[config.mk]
export PLATFORM = sky130hd
export DESIGN_NAME = fp32_mul_service
export DESIGN_NICKNAME = d
export VERILOG_FILES = /design/src/rtl/fp32_mul_service.sv
export SDC_FILE = /design/constraint.sdc
export NUM_CORES = 1
export LEC_CHECK = 0
export CAP_MARGIN = 20
export CORE_ASPECT_RATIO = 1.4
export CORE_MARGIN = 10
export CORE_UTILIZATION = 54
export CTS_CLUSTER_DIAMETER = 200
export CTS_CLUSTER_SIZE = 30
export DETAILED_ROUTE_END_ITERATION = 16
export PLACE_DENSITY = 0.77
export SYNTH_ARGS = -nofsm -noshare
export SYNTH_HDL_FRONTEND = slang
export SYNTH_SLANG_ARGS = --single-unit
[constraint.sdc]
create_clock -name clk -period 8.8 [get_ports clk]
set_input_delay 1.76 -clock clk [delete_from_list [all_inputs] [get_ports clk]]
set_output_delay 1.76 -clock clk [all_outputs]
set_load 0.05 [all_outputs]
[src/rtl/fp32_mul_service.sv]
// Single-precision floating-point multiplier behind a start/busy handshake.
// Uses a 24-cycle shift-add mantissa multiplier with a fixed 26-cycle busy window.
module fp32_mul_service #(
    parameter int DATA_SIZE = 32
) (
    input  logic                 clk,
    input  logic                 rst,
    input  logic [DATA_SIZE-1:0] a,
    input  logic [DATA_SIZE-1:0] b,
    input  logic                 start,
    output logic [DATA_SIZE-1:0] result,
    output logic                 busy
);

    localparam int MUL_CYCLES = 24;
    localparam int LATENCY    = 26;

    generate
        if (DATA_SIZE != 32) begin : gBadSize
            $error("fp32_mul_service supports DATA_SIZE = 32 only");
        end
        if (LATENCY != MUL_CYCLES + 2) begin : gBadLatency
            $error("fp32_mul_service latency does not match its state sequence");
        end
    endgenerate

    typedef enum logic [1:0] {IDLE, UNPACK, MUL, ROUND} state_t;

    state_t              state_q, state_d;
    logic [31:0]         opA_q, opA_d, opB_q, opB_d;
    logic                sign_q, sign_d;
    logic signed [9:0]   exp_q, exp_d;
    logic [47:0]         mcand_q, mcand_d;
    logic [23:0]         mplier_q, mplier_d;
    logic [47:0]         acc_q, acc_d;
    logic [4:0]          cnt_q, cnt_d;
    logic                special_q, special_d;
    logic [31:0]         specialVal_q, specialVal_d;
    logic [31:0]         result_q, result_d;

    logic [7:0]          expA, expB;
    logic                zeroA, zeroB, infA, infB, nanA, nanB;
    logic [23:0]         mantPre;
    logic                guardBit, stickyBit, roundUp;
    logic [24:0]         mantInc;
    logic signed [9:0]   expNorm, expFinal;
    logic [22:0]         fracOut;
    logic [31:0]         arithResult;

    always_ff @(posedge clk or posedge rst) begin
        if (rst) begin
            state_q      <= IDLE;
            opA_q        <= '0;
            opB_q        <= '0;
            sign_q       <= 1'b0;
            exp_q        <= '0;
            mcand_q      <= '0;
            mplier_q     <= '0;
            acc_q        <= '0;
            cnt_q        <= '0;
            special_q    <= 1'b0;
            specialVal_q <= '0;
            result_q     <= '0;
        end else begin
            state_q      <= state_d;
            opA_q        <= opA_d;
            opB_q        <= opB_d;
            sign_q       <= sign_d;
            exp_q        <= exp_d;
            mcand_q      <= mcand_d;
            mplier_q     <= mplier_d;
            acc_q        <= acc_d;
            cnt_q        <= cnt_d;
            special_q    <= special_d;
            specialVal_q <= specialVal_d;
            result_q     <= result_d;
        end
    end

    // Operand classification; denormals share the zero class (flush-to-zero).
    always_comb begin
        expA  = opA_q[30:23];
        expB  = opB_q[30:23];
        zeroA = (expA == 8'h00);
        zeroB = (expB == 8'h00);
        infA  = (expA == 8'hFF) && (opA_q[22:0] == 23'd0);
        infB  = (expB == 8'hFF) && (opB_q[22:0] == 23'd0);
        nanA  = (expA == 8'hFF) && (opA_q[22:0] != 23'd0);
        nanB  = (expB == 8'hFF) && (opB_q[22:0] != 23'd0);
    end

    always_comb begin
        if (acc_q[47]) begin
            mantPre   = acc_q[47:24];
            guardBit  = acc_q[23];
            stickyBit = |acc_q[22:0];
            expNorm   = exp_q + 10'sd1;
        end else begin
            mantPre   = acc_q[46:23];
            guardBit  = acc_q[22];
            stickyBit = |acc_q[21:0];
            expNorm   = exp_q;
        end
        roundUp = guardBit & (stickyBit | mantPre[0]);
        mantInc = {1'b0, mantPre} + {24'd0, roundUp};
        if (mantInc[24]) begin
            fracOut  = 23'd0;
            expFinal = expNorm + 10'sd1;
        end else begin
            fracOut  = mantInc[22:0];
            expFinal = expNorm;
        end
        if (expFinal >= 10'sd255) begin
            arithResult = {sign_q, 8'hFF, 23'd0};
        end else if (expFinal <= 10'sd0) begin
            arithResult = {sign_q, 31'd0};
        end else begin
            arithResult = {sign_q, expFinal[7:0], fracOut};
        end
    end

    always_comb begin
        state_d      = state_q;
        opA_d        = opA_q;
        opB_d        = opB_q;
        sign_d       = sign_q;
        exp_d        = exp_q;
        mcand_d      = mcand_q;
        mplier_d     = mplier_q;
        acc_d        = acc_q;
        cnt_d        = cnt_q;
        special_d    = special_q;
        specialVal_d = specialVal_q;
        result_d     = result_q;
        unique case (state_q)
            IDLE: begin
                if (start) begin
                    opA_d   = a;
                    opB_d   = b;
                    state_d = UNPACK;
                end
            end
            UNPACK: begin
                sign_d   = opA_q[31] ^ opB_q[31];
                exp_d    = $signed({2'b00, expA}) + $signed({2'b00, expB}) - 10'sd127;
                mcand_d  = {24'd0, 1'b1, opA_q[22:0]};
                mplier_d = {1'b1, opB_q[22:0]};
                acc_d    = '0;
                cnt_d    = '0;
                special_d    = 1'b1;
                if (nanA || nanB || (infA && zeroB) || (infB && zeroA)) begin
                    specialVal_d = 32'h7FC0_0000;
                end else if (infA || infB) begin
                    specialVal_d = {opA_q[31] ^ opB_q[31], 8'hFF, 23'd0};
                end else if (zeroA || zeroB) begin
                    specialVal_d = {opA_q[31] ^ opB_q[31], 31'd0};
                end else begin
                    special_d    = 1'b0;
                    specialVal_d = '0;
                end
                state_d = MUL;
            end
            MUL: begin
                if (mplier_q[0]) begin
                    acc_d = acc_q + mcand_q;
                end
                mcand_d  = mcand_q << 1;
                mplier_d = mplier_q >> 1;
                cnt_d    = cnt_q + 5'd1;
                if (cnt_q == 5'(MUL_CYCLES - 1)) begin
                    state_d = ROUND;
                end
            end
            ROUND: begin
                result_d = special_q ? specialVal_q : arithResult;
                state_d  = IDLE;
            end
            default: state_d = IDLE;
        endcase
    end

    assign busy   = (state_q != IDLE);
    assign result = result_q;

endmodule

# Word-level counts from Yosys, hierarchy flattened
# Index checks and enable logic that the tools add are counted.
[op_classes]
n_addsub = 7
n_lt_le_gt_ge = 2
eq_ne = 9
mux = 23
n_bitwise = 3
n_reduce_logical = 25
[ops]
columns = ["cell", "n"]
rows = [
  ["one-hot mux 48 bit (2 select lines)", 2],
  ["two-way mux 32 bit", 4],
  ["two-way mux 31 bit", 2],
  ["adder 48 bit", 1],
  ["two-way mux 48 bit", 1],
  ["one-hot mux 24 bit (2 select lines)", 1],
  ["logical NOT 23 bit", 2],
  ["nonzero test 23 bit", 2],
  ["adder 24 x 1 -> 25 bit", 1],
  ["two-way mux 24 bit", 1],
  ["two-way mux 23 bit", 1],
  ["OR reduction 23 bit", 1],
  ["OR reduction 22 bit", 1],
  ["adder 10 x 2 -> 10 bit (second input constant)", 2],
  ["two-way mux 10 bit", 2],
  ["equality test 8 bit (second input constant)", 2],
  ["logical NOT 8 bit", 2],
  ["greater-or-equal comparator 10 x 9 -> 1 bit (second input constant)", 1],
  ["<= comparator 10 x 1 -> 1 bit (second input constant)", 1],
  ["one-hot mux 5 bit (2 select lines)", 1],
  ["subtractor 9 x 7 -> 10 bit (second input constant)", 1],
  ["adder 8 x 8 -> 9 bit", 1],
  ["one-hot mux 2 bit (4 select lines)", 1],
  ["logical AND 1 bit", 6],
  ["other kinds (14)", 29],
]
[word_totals]
register_bits = 267
input_bits = 67
out_inout_bits = 33
word_cells = 81

# Logic depth before layout (Yosys ltp)
[depth]
word_depth = 10
mapped_depth = 21

# Worst setup path after synthesis
# Ideal clock, no wire load.
[synth_timing]
path_kind = "reg-to-reg"
start = "register acc_q[47]"
end = "register result_q[10], in the netlist result[10]"
arrival_time_ps = 4691
required_time_ps = 8705
setup_slack_ps = 4013
path_stages_with_launch = 21
n_path_buf = 7
cell_sequence = "dfrtp_1 -> buf_6 -> buf_2 -> buf_1 -> buf_1 -> clkbuf_1 -> nand2_1 -> a21boi_0 -> ha_1 -> nand3_1 -> nor4_4 -> nand3_1 -> or2_1 -> buf_6 -> nor4b_4 -> nor3b_1 -> xnor2_1 -> a21boi_4 -> nand4b_4 -> buf_6 -> o32ai_2"
[synth_via]
elab_chain_cells = 9
word_cells_on_any_way = 15
cone_classes = "2 x add/sub; 2 x order compare; 9 x mux; 2 x bitwise"
[synth_lines]
columns = ["element", "line_no", "source"]
rows = [
  ["start, declared", "35", "logic [47:0] acc_q, acc_d;"],
  ["start signal, assigned", "59", "acc_q <= '0;"],
  ["start signal, assigned", "72", "acc_q <= acc_d;"],
  ["two-way mux 1 bit or two-way mux 24 bit (tied branches)", "93", "if (acc_q[47]) begin"],
  ["bitwise OR 1 bit", "104", "roundUp = guardBit & (stickyBit | mantPre[0]);"],
  ["AND 1 bit", "104", ""],
  ["adder 24 x 1 -> 25 bit", "105", "mantInc = {1'b0, mantPre} + {24'd0, roundUp};"],
  ["two-way mux 10 bit", "106", "if (mantInc[24]) begin"],
  ["<= comparator 10 x 1 -> 1 bit", "115", "end else if (expFinal <= 10'sd0) begin"],
  ["two-way mux 31 bit", "115", ""],
  ["two-way mux 31 bit *", "113", "if (expFinal >= 10'sd255) begin"],
  ["two-way mux 32 bit *", "175", "result_d = special_q ? specialVal_q : arithResult;"],
  ["end signal, assigned", "76", "result_q <= result_d;"],
  ["end, declared", "39", "logic [31:0] result_q, result_d;"],
]
# Mark *: on every way between the ends. The rest lies on a longest branch, timed or not.
# A chain may end at the register's enable or synchronous reset.

# Worst setup path after layout
[layout_timing]
start = "register acc_q[47]"
end = "register result_q[16], in the netlist result[16]"
# Same word-level chain as after synthesis.

==> results.md <==
- FP Rows: 69
- Worst path max stage delay: 0.63 ns
- Syn_area_per_cell: 9.54 um2
- Hold Crit Depth: 2
- N_diodes: 0
- Critical path type: reg2reg
- Crit end category: flop
- Synth area leaders: dfrtp_1 (43%), ha_1 (6.4%), mux2_2 (5.9%), a21oi_1 (4.4%), mux2i_1 (4.2%)
- Final Power: 5020 uW
- Die area: 0.0326 mm2
- Clock Path Buffers: 3
- H-tree levels: 1
- # nets final: 1,645
- DR vias/cell: 5.92
- Cells on worst reg2reg path: 14
- Clk slew on worst S/H paths: 0.12 ns
- Number of port buffers: 99
- Vias: 10,794
- CP Max Fanout: 31
- Core Box Area: 0.0254 mm2
- Post-synth top flop: dfrtp_1
- Final Cycle Share: 54.9%
- Slowest CP cell: dfrtp_2
- Synthesis-to-finish area growth: 10.7%
- Global-route wire length before repair: 53,200 um
- Final HPWL DP: 23,400 um
- Placed cell count: 1,811
- Slew HR: 31.6%
- CP most frequent cell: nand3_1
- FMAX: 0.207 GHz
- Pwr dens: 326 mW/mm2
- LEAKAGE: 0.00655 uW
- Status: finished clean
- Initial core utilization: 54.8%
- Crit Reg-Reg Startpoint: acc_q[47]
- DRC violations left: 0
- Flop2flop setup slack: 3.97 ns
- Setup Fix Bufs, Post-CTS: 0
- CTS tree: done
- Crit path cell chain: inv_1, nand2_1, a21boi_0, ha_1, nand3_1, nor4_4, nand3_1, or2_1, nor4b_4, nor3b_1, xnor2_1, a21boi_4, nand4b_4, o32ai_1
- Iter 0 DRT Violations: 655
- Sink Count: 238
- Post-Route WL: 31,700 um
- Count of hold-fix buffers inserted at cts: 0
- Post-synthesis sequential element count: 238
- Post-route minimum period: 4.83 ns
- Post-synth EDFFs: 0
- Layout cells sized above 1: 8.04%
- Initial antenna violation count: 0
- Syn Inst Count: 1,456
- Crit path required time: 9.19 ns
- Hold Crit Start: specialVal_q[31]
- CP startpoint kind: flop
- Final Hold Vio Count: 0
- Die W: 156 um
- Worst Skew: 0.0149 ns
- Root Buffer: clkbuf_16
- Mapped Nets: 1,596
- Ys async rst share: 100%
- Ports: 100
- Register area share after synthesis: 42.9%
- Post-route ant nets: 0
- Chip Height: 210 um
- CTS buffer count: 11
- TritonRoute pass-1 iters: 6
- Setup TNS: 0 ns
- Yosys top cell area share: 42.9%
- Yosys top cell by area: dfrtp_1
- Yosys cell types: 73
- Mapped Area: 0.0139 mm2
- Clock Latency Late Sink: 0.48 ns
- Capture instance of the worst register-to-register path: result[16]
- Total grt overflow: 0
- Worst-Margin Slew: 1.02 ns
- GRT Resource Usage Total: 19.1%
- Largest net degree at the start of global routing: 143
- Final RePlAce weighted congestion: 0.900
- Hold Path Class: reg2reg
- Vias in the first global route: 10,957
- Routed wire per std cell: 17.4 um
- Finished Layout Cells: 1,824
- Peak supply drop: 0.288 mV
- Slew Limit Fails: 0
- Post-CTS resize count: 0
- Hold Path End: specialVal_q[31]
- Synth warn: 0
- Max_cap viols: 0
- Worst EP arrival: 5.22 ns
- Setup violators final: 0
- RSZ-0062 raised after global routing: false
## critical path, delay by kind of cell (launching register included)
kind | cells | cell delay (ns)
flip-flops | 1 | 0.63
XOR/XNOR | 1 | 0.28
adder cells (fa/ha/maj) | 1 | 0.22
buffers and inverters | 1 | 0.36
AO/OA/AOI/OAI | 3 | 0.86
AND/OR/NAND/NOR | 8 | 2.38
## cell type report
type / instances / area [um2]
Clock buffer: 13 / 293
Fill cell: 2148 / 10000
Inverter: 91 / 349
Multi-Input combinational cell: 1056 / 7340
Sequential cell: 238 / 5960
Tap cell: 319 / 399
Timing Repair Buffer: 107 / 1050
## logic make-up after synthesis
group	share of synthesized area, %
compound gates	17.7
simple gates	13.3
flops	42.9
buf+inv	4.58
mux	10.1
xor+xnor	4.73
fa+ha+maj	6.68
## worst max-delay path by stage
stage              start    endpoint  slack, ns
2_1_floorplan        rst    acc_q[0]       0.51
6_report       acc_q[47]  result[16]       3.97
4_1_cts        acc_q[47]  result[16]       3.95
3_3_place_gp   acc_q[47]  result[18]       4.09
5_1_grt        acc_q[47]  result[15]       3.63
3_5_place_dp   acc_q[47]   result[4]       3.95
## cells in the mapped netlist (all sizes together) (4+ instances only)
cell	instances
a211oi	12
a21o	30
a21oi	121
a221oi	5
a22o	5
a31oi	8
and2	8
and3	15
buf	21
clkbuf	50
dfrtp	238
ha	71
inv	91
mux2	73
mux2i	58
nand2	133
nand2b	7
nand3	26
nand4	22
nor2	102
nor2b	12
nor3	17
nor4	21
o211ai	10
o21a	7
o21ai	95
o21bai	10
o22ai	38
o31ai	7
o32ai	10
o41ai	5
or2	4
or3	6
xnor2	41
xor2	34
## routing by layer
metal  part of all wire [%]  vias to the layer above  track usage [%]
li1                       -                     5307                -
met2                     51                      211             34.1
met3                    3.6                       39             1.96
met5                      0                        -                0
met1                     43                     5237             23.5
met4                    2.1                        0             5.79
## state kept, by name (all words and copies together) (netlist names)
signal	count
acc_q	48
cnt_q	5
exp_q	10
mcand_q	48
mplier_q	24
opA_q	32
opB_q	32
result	32
sign_q	1
specialVal_q	3
special_q	1
state_q	2
## report_power, final
part / switching (uW) / leakage [uW] / internal, uW
logic: 1490 / 0.00344 / 1100
clock network: 336 / 0.000144 / 239
registers: 355 / 0.00297 / 1490
## per-stage QoR
stage	utilization, %	setup slack [ns]	area [um2]	hold slack, ns
floorplan	-	0.509	13900	0.443
global placement	59.5	4.09	15100	0.462
detailed placement	59.5	3.95	15100	0.473
CTS	60.6	3.95	15400	0.500
global route	60.6	3.63	15400	0.539
finish	60.6	3.97	15400	0.506
## cells in the final DEF (no fill, tap or decap), types with 5 or more instances in the layout
cell / n
ha_1: 69
nor2b_1: 12
a221oi_1: 5
or3_1: 5
o21bai_1: 10
inv_1: 90
mux2_2: 73
nand2b_1: 7
a21o_1: 30
xor2_1: 34
a31oi_1: 8
and2_1: 8
buf_4: 8
a22o_1: 5
dfrtp_1: 237
a211oi_1: 12
nor2_1: 102
nand3_1: 26
nand4_1: 22
mux2i_1: 58
o211ai_1: 10
nor4_1: 20
o31ai_1: 7
clkdlybuf4s50_1: 99
and3_1: 15
clkbuf_16: 11
a21oi_1: 120
o21ai_0: 92
o22ai_1: 38
xnor2_1: 41
nand2_1: 131
o21a_1: 7
nor3_1: 17
o41ai_1: 5
o32ai_2: 6
(Power assumes the default switching activity.)
